===== src/rtl/morra_tabellone.sv =====
// Scoreboard stage behind the MorraCinese FSMD: per-game round tallies, recent round history,
// session game counters and a one-cycle game-over pulse.
module morra_tabellone #(
    parameter int CW   = 4,
    parameter int SW   = 8,
    parameter int HIST = 8
) (
    input  logic                clk,
    input  logic                RST,
    input  logic                INIZIO,
    input  logic [1:0]          MANCHE,
    input  logic [1:0]          PARTITA,
    output logic [CW-1:0]       VINTE1,
    output logic [CW-1:0]       VINTE2,
    output logic [CW-1:0]       PAREGGI,
    output logic [CW-1:0]       GIOCATE,
    output logic [SW-1:0]       PARTITE1,
    output logic [SW-1:0]       PARTITE2,
    output logic [SW-1:0]       PARTITEPARI,
    output logic [2*HIST-1:0]   STORIA,
    output logic                ATTIVA,
    output logic                FINE
);

    typedef enum logic [1:0] {IDLE, GIOCO, FINITA} stato_t;

    stato_t             stato, stato_n;
    logic               ini_d;
    logic               conta;
    logic [CW-1:0]      vinte1_n, vinte2_n, pareggi_n, giocate_n;
    logic [SW-1:0]      partite1_n, partite2_n, partitepari_n;
    logic [2*HIST-1:0]  storia_n;
    logic               fine_n;

    function automatic logic [CW-1:0] sat_cw(input logic [CW-1:0] v);
        return (&v) ? v : v + CW'(1);
    endfunction

    function automatic logic [SW-1:0] sat_sw(input logic [SW-1:0] v);
        return (&v) ? v : v + SW'(1);
    endfunction

    // A delayed start strobe lines up with the round result MorraCinese registers for it.
    always_comb begin
        // NOTE: every signal written here gets a default first, so no path leaves one unassigned (no latches).
        stato_n       = stato;
        vinte1_n      = VINTE1;
        vinte2_n      = VINTE2;
        pareggi_n     = PAREGGI;
        giocate_n     = GIOCATE;
        partite1_n    = PARTITE1;
        partite2_n    = PARTITE2;
        partitepari_n = PARTITEPARI;
        storia_n      = STORIA;
        fine_n        = 1'b0;
        conta         = 1'b0;

        if (ini_d) begin
            vinte1_n  = '0;
            vinte2_n  = '0;
            pareggi_n = '0;
            giocate_n = '0;
            storia_n  = '0;
            conta     = 1'b1;
        end else if (stato == GIOCO) begin
            conta = 1'b1;
        end

        // The starting sample is cleared first and then counted as the first round.
        if (conta) begin
            stato_n = GIOCO;
            case (MANCHE)
                2'b01:   vinte1_n  = sat_cw(vinte1_n);
                2'b10:   vinte2_n  = sat_cw(vinte2_n);
                2'b11:   pareggi_n = sat_cw(pareggi_n);
                default: ;
            endcase
            if (MANCHE != 2'b00) begin
                giocate_n = sat_cw(giocate_n);
                storia_n  = {storia_n[2*HIST-3:0], MANCHE};
            end
            if (PARTITA != 2'b00) begin
                case (PARTITA)
                    2'b01:   partite1_n    = sat_sw(partite1_n);
                    2'b10:   partite2_n    = sat_sw(partite2_n);
                    default: partitepari_n = sat_sw(partitepari_n);
                endcase
                fine_n  = 1'b1;
                stato_n = FINITA;
            end
        end
    end

    always_ff @(posedge clk) begin
        // NOTE: state registers use non-blocking assignments so every flop sees pre-edge values.
        if (RST) begin
            stato       <= IDLE;
            ini_d       <= 1'b0;
            VINTE1      <= '0;
            VINTE2      <= '0;
            PAREGGI     <= '0;
            GIOCATE     <= '0;
            PARTITE1    <= '0;
            PARTITE2    <= '0;
            PARTITEPARI <= '0;
            STORIA      <= '0;
            FINE        <= 1'b0;
        end else begin
            stato       <= stato_n;
            ini_d       <= INIZIO;
            VINTE1      <= vinte1_n;
            VINTE2      <= vinte2_n;
            PAREGGI     <= pareggi_n;
            GIOCATE     <= giocate_n;
            PARTITE1    <= partite1_n;
            PARTITE2    <= partite2_n;
            PARTITEPARI <= partitepari_n;
            STORIA      <= storia_n;
            FINE        <= fine_n;
        end
    end

    assign ATTIVA = (stato == GIOCO);

endmodule


===== config.mk =====
export PLATFORM = sky130hd
export DESIGN_NAME = morra_tabellone
export DESIGN_NICKNAME = d
export VERILOG_FILES = /design/src/rtl/morra_tabellone.sv
export SDC_FILE = /design/constraint.sdc
export NUM_CORES = 1
export LEC_CHECK = 0
export CORE_ASPECT_RATIO = 0.6
export CORE_MARGIN = 2
export CORE_UTILIZATION = 53
export DETAILED_ROUTE_END_ITERATION = 6
export PLACE_DENSITY_LB_ADDON = 0.25
export SYNTH_ARGS = -nofsm -noshare
export SYNTH_HDL_FRONTEND = slang
export SYNTH_SLANG_ARGS = --single-unit
export TNS_END_PERCENT = 20

===== constraint.sdc =====
create_clock -name clk -period 2.9 [get_ports clk]
set_input_delay 0.29 -clock clk [delete_from_list [all_inputs] [get_ports clk]]
set_output_delay 0.29 -clock clk [all_outputs]
set_load 0.01 [all_outputs]

-- After elaboration in Yosys (flattened, before gate mapping)
Cells that the tools add are included.
- flip-flop bits (word level): 60
- bits in latches: 0
- bits in writable memories: 0
- memory bits (read-only): 0
- input port bits: 7
- output and inout port bits: 58
- logic and storage cells: 66
- memories: 0
- add/subtract/negate cells: 7
- multipliers: 0
- div/mod/pow operators: 0
- magnitude comparators: 0
- equality and inequality tests: 6
- shifts and indexed selects: 0
- mux-type cells: 23
- bitwise operators: 5
- reductions and logical operators: 14
- operators with widths (kind ; number):
    $mux 4 ; 16
    $mux 16 ; 3
    $reduce_and 4->1 ; 7
    $add 8x1->8 const B ; 3
    $reduce_and 8->1 ; 3
    $add 4x1->4 const B ; 4
    $eq 2x1->1 const B ; 3
    $eq 2x2->1 const B ; 3
    $not 1->1 ; 5
    $reduce_bool 2->1 ; 2
    $reduce_or 2->1 ; 2
    $mux 1 ; 3
    $mux 2 ; 1

-- Depth between registers and ports, before layout
- depth in word-level cells: 5
- mapped depth: 7
- depth with buffers taken out: 6

-- Worst setup path after synthesis
No wires, ideal clock.
- path type: register -> register
- start: register PARTITEPARI[0]
- end: register PARTITEPARI[5]
- arrival: 1.493 ns
- required time: 2.779 ns
- path slack: 1.286 ns
- cell stages (with the launch flop): 7
- period minus slack after synthesis: 1.614 ns
- path through: dfxtp_1 ha_1 nand3_1 nor2_1 buf_2 nor4b_1 mux2_2
- cells in the longest elaborated chain, start to end: 3
- elaborated cells on any way between the ends: 4
- those cells by class: add/sub: 1; bitwise: 1; reduce/logical: 2
- ends and longest elaborated chain (what ; line ; text):
    start, declared ; 19 ; output logic [SW-1:0] PARTITEPARI,
    start signal, assigned ; 117 ; PARTITEPARI <= partitepari_n;
    parallel branches: the longest is 3 deep, another holds $add 8x1->8 ; -- ;
Several ways; the timed one is not identified.
A chain may end at the register's enable or synchronous reset.

-- Worst setup path after layout
- start: register ini_d
- end: register PARTITE1[5]
- cells in the longest elaborated chain, start to end: 2
- ends and longest elaborated chain (what ; line ; text):
    start, declared ; 28 ; logic ini_d;
    start signal, assigned ; 98 ; ini_d <= 1'b0;
    start signal, assigned ; 110 ; ini_d <= INIZIO;
    $mux 1 ; 58 ; if (ini_d) begin
    $reduce_and 4->1 (no source line) ; -- ;
    end signal, assigned ; 115 ; PARTITE1 <= partite1_n;
    end, declared ; 17 ; output logic [SW-1:0] PARTITE1,
No other way between the ends.

==> metrics.csv <==
stage,metric,value,unit
drt,wl,6850,um
clock_tree,cts_hold_buffers,0,
power,swShare,24.6,%
drt,firstDrtPassIters,4,
power,clkPwrFrac,43.3,%
die,rows,19,
synthesis,syn_inst,307,
critical_path,end_kind,flop,
sta,hold_viol_final,0,
sta,clock_skew,9.19,ps
sta,period_share,70.0,%
synthesis,avgSynthCellArea,8.69,um^2
final_layout,fill_cells,356,
synthesis,synth_top_area_share,45.0,%
drt,wire_per_inst,15.6,um
synthesis,synth.distinct_cells,50,
placement,dp_hpwl,4770,um
sta,max_freq,0.493,GHz
global_routing,track_usage,26.5,%
power,vdd_drop_max,0.000304,V
power,total_power,0.00169,W
synthesis,muxShareOfSynthArea,1.17,%
placement,gp_congestion,0.840,
clock_tree,clock-sinks,60,
sta,final.setup.tns,0,ps
synthesis,ys_ff_latch,60,
die,boundaryPins,65,
synthesis,ys_seq_area_share,45.0,%
sta,drv_slew,0,
synthesis,synth_top_family_by_area,compound AO/OA/AOI/OAI gates,
power,intPower,0.00127,W
synthesis,synth_nets,320,
die,dieArea,5640,um^2
clock_tree,clockBufferDepth,2,
clock_tree,clk-insertion-delay-late,340,ps
clock_tree,cts_tree,done,
die,dieHeight,59.0,um
drt,num_vias,2599,
synthesis,synth_commonest_cells,"dfxtp_1 (60), nand2_1 (41), a21oi_1 (38)",
synthesis,yosysMostFrequentCell,dfxtp_1,
final_layout,stdcell_count,438,
synthesis,synth_compound_area_share,22.6,%
drt,drcViolationCount,0,
synthesis,synth_edf_count,0,
run,maxCapViolations,0,
synthesis,synthXorXnorAreaFrac,0.657,%
power,p_seq_share,50.2,%
placement,dpl_cell_area,3320,um^2
die,start_util,56.7,%
clock_tree,cts_buffers,9,
synthesis,synthAdderAreaFrac,2.81,%
power,leakage,1.14,nW
sta,rsz0062_at_grt,false,
clock_tree,ctsHtreeMaxLevel,3,
global_routing,antenna_found_initial,0,
final_layout,drive_gt1_share,7.47,%
synthesis,synth.largest_area_cell,dfxtp_1,
placement,port_buffers,64,
placement,dpl.cell_count,422,
critical_path,worstPathRequired,3160,ps
die,core,4710,um^2
outcome,outcome,"complete, no violations",
final_layout,syn_to_final_growth,31.6,%
clock_tree,cts-root-buf,clkbuf_8,
die,die_x,95.6,um
synthesis,syn_area,2670,um^2
drt,drt_iter0_markers,183,
final_layout,fin_nets,383,
sta,maxSlewHeadroom,49.4,%
final_layout,antenna_cells,0,
synthesis,synth-simple-area-share,22.4,%
global_routing,gr-total-overflow,0,
clock_tree,cts_resized,0,
global_routing,grt_max_degree,19,
global_routing,grt_pass1_vias,2268,
worst_hold_path,hold_class,reg -> reg,
power,p_per_area,482,nW/um^2
critical_path,worst-path-max-fanout,18,
synthesis,synthFlopType,dfxtp_1,
sta,setup_viol,0,
power,power_switching,0.000417,W
clock_tree,cts.clk_slew.worst_paths,70,ps
critical_path,critPathLaunchType,flop,
sta,period_minus_slack,2030,ps
drt,routed_via_density,5.93,
critical_path,crit_arrival,2290,ps
synthesis,netlist_top_cells_area,"dfxtp_1 (45%), a21oi_1 (7.1%), nand2_1 (5.8%)",
global_routing,grt_first_pass_wirelength,11200,um
sta,hold_ws,454,ps
clock_tree,cts_setup_buffers,0,
synthesis,synthArstFlopShare,0,%
critical_path,r2r_slack,870,ps
drt,antenna_left,0,
critical_path,worstSetupPathType,reg -> reg,
power,power_frac_comb,6.5,%
sta,worstMarginPinSlew,757,ps
synthesis,synth_warnings,0,
final_layout,finalInstanceArea,3510,um^2
-- critical path, cell delays in order (launching register included) --
cell	delay (ps)
dfxtp_1	810
o221ai_2	370
or4_1	570
a21oi_1	190
-- routing by layer --
metal / up-vias / track usage (%) / part of all wire, %
li1: 1258 / - / -
met1: 1218 / 37.5 / 49
met2: 109 / 38.4 / 43
met3: 14 / 10.1 / 7.1
met4: 0 / 6.73 / 1.2
met5: - / 0 / 0
-- cell type report --
type / count / area, um^2 / share of cell area [%]
Multi-Input combinational cell: 219 / 1320 / 37.7
Sequential cell: 60 / 1200 / 34.2
Timing Repair Buffer: 68 / 671 / 19.1
Clock buffer: 10 / 128 / 3.64
Tap cell: 63 / 78.8 / 2.25
Clock inverter: 6 / 65.1 / 1.85
Inverter: 12 / 45.0 / 1.28
-- flip-flops by register name, indices dropped and copies added (netlist names) --
register	cells
STORIA	16
VINTE1	4
PARTITEPARI	8
stato	2
ini_d	1
PARTITE1	8
VINTE2	4
PAREGGI	4
PARTITE2	8
GIOCATE	4
FINE	1
-- power by group through the flow --
| stage | Sequential [W] | Combinational, W | Clock [W] |
|---|---|---|---|
| after floorplan | 0.000865 | 0.0000676 | 0 |
| after global placement | 0.000867 | 0.000105 | 0 |
| after detailed placement | 0.000867 | 0.000108 | 0 |
| after CTS | 0.000848 | 0.000109 | 0.000745 |
| after global routing | 0.000850 | 0.000120 | 0.000790 |
| final | 0.000849 | 0.000110 | 0.000733 |
-- path summary, 6_finish.rpt --
path / start / endpoint / cells after the start
worst min register to register: STORIA[14] / STORIA[14] / 2
worst min-delay path: STORIA[14] / STORIA[14] / 2
worst max register to register: ini_d / PARTITE1[5] / 3
worst max-delay path: ini_d / PARTITE1[5] / 3
-- placed cells by master, fill, tap and decap left out, types with 2 or more instances in the layout --
cell,count
dfxtp_1,60
o2111ai_1,3
nor3_1,5
nand3_1,13
o21ai_0,10
o211ai_1,4
o31ai_1,8
clkdlybuf4s50_1,64
nand4_1,4
nand2_1,41
o311ai_0,2
a21oi_1,38
nand2b_1,2
mux2i_1,2
and2_1,2
xor2_1,2
a21o_1,2
a31oi_1,3
inv_1,12
a311oi_1,2
clkinv_4,2
a211oi_1,3
ha_1,6
clkbuf_8,9
clkinv_2,2
or3_1,8
nor2_1,19
o41ai_1,3
buf_4,4
o221ai_2,2
or4_1,7
nor2b_1,4
a2bb2oi_1,2
and4_1,3
nand3b_1,3
-- per-stage QoR --
| stage | util (%) | worst slack [ps] |
|---|---|---|
| 6_report | 74.6 | 870 |
| 5_1_grt | 74.6 | 768 |
| 4_1_cts | 74.6 | 877 |
| 3_5_place_dp | 70.5 | 650 |
| 3_3_place_gp | 70.5 | 671 |
| 2_1_floorplan | - | 1290 |
-- logic make-up after synthesis --
group | Yosys count
compound gates | 91
xor+xnor | 2
fa+ha+maj | 6
buf+inv | 28
flops | 60
mux | 3
simple gates | 117
Power figures use the tool's default switching activity.
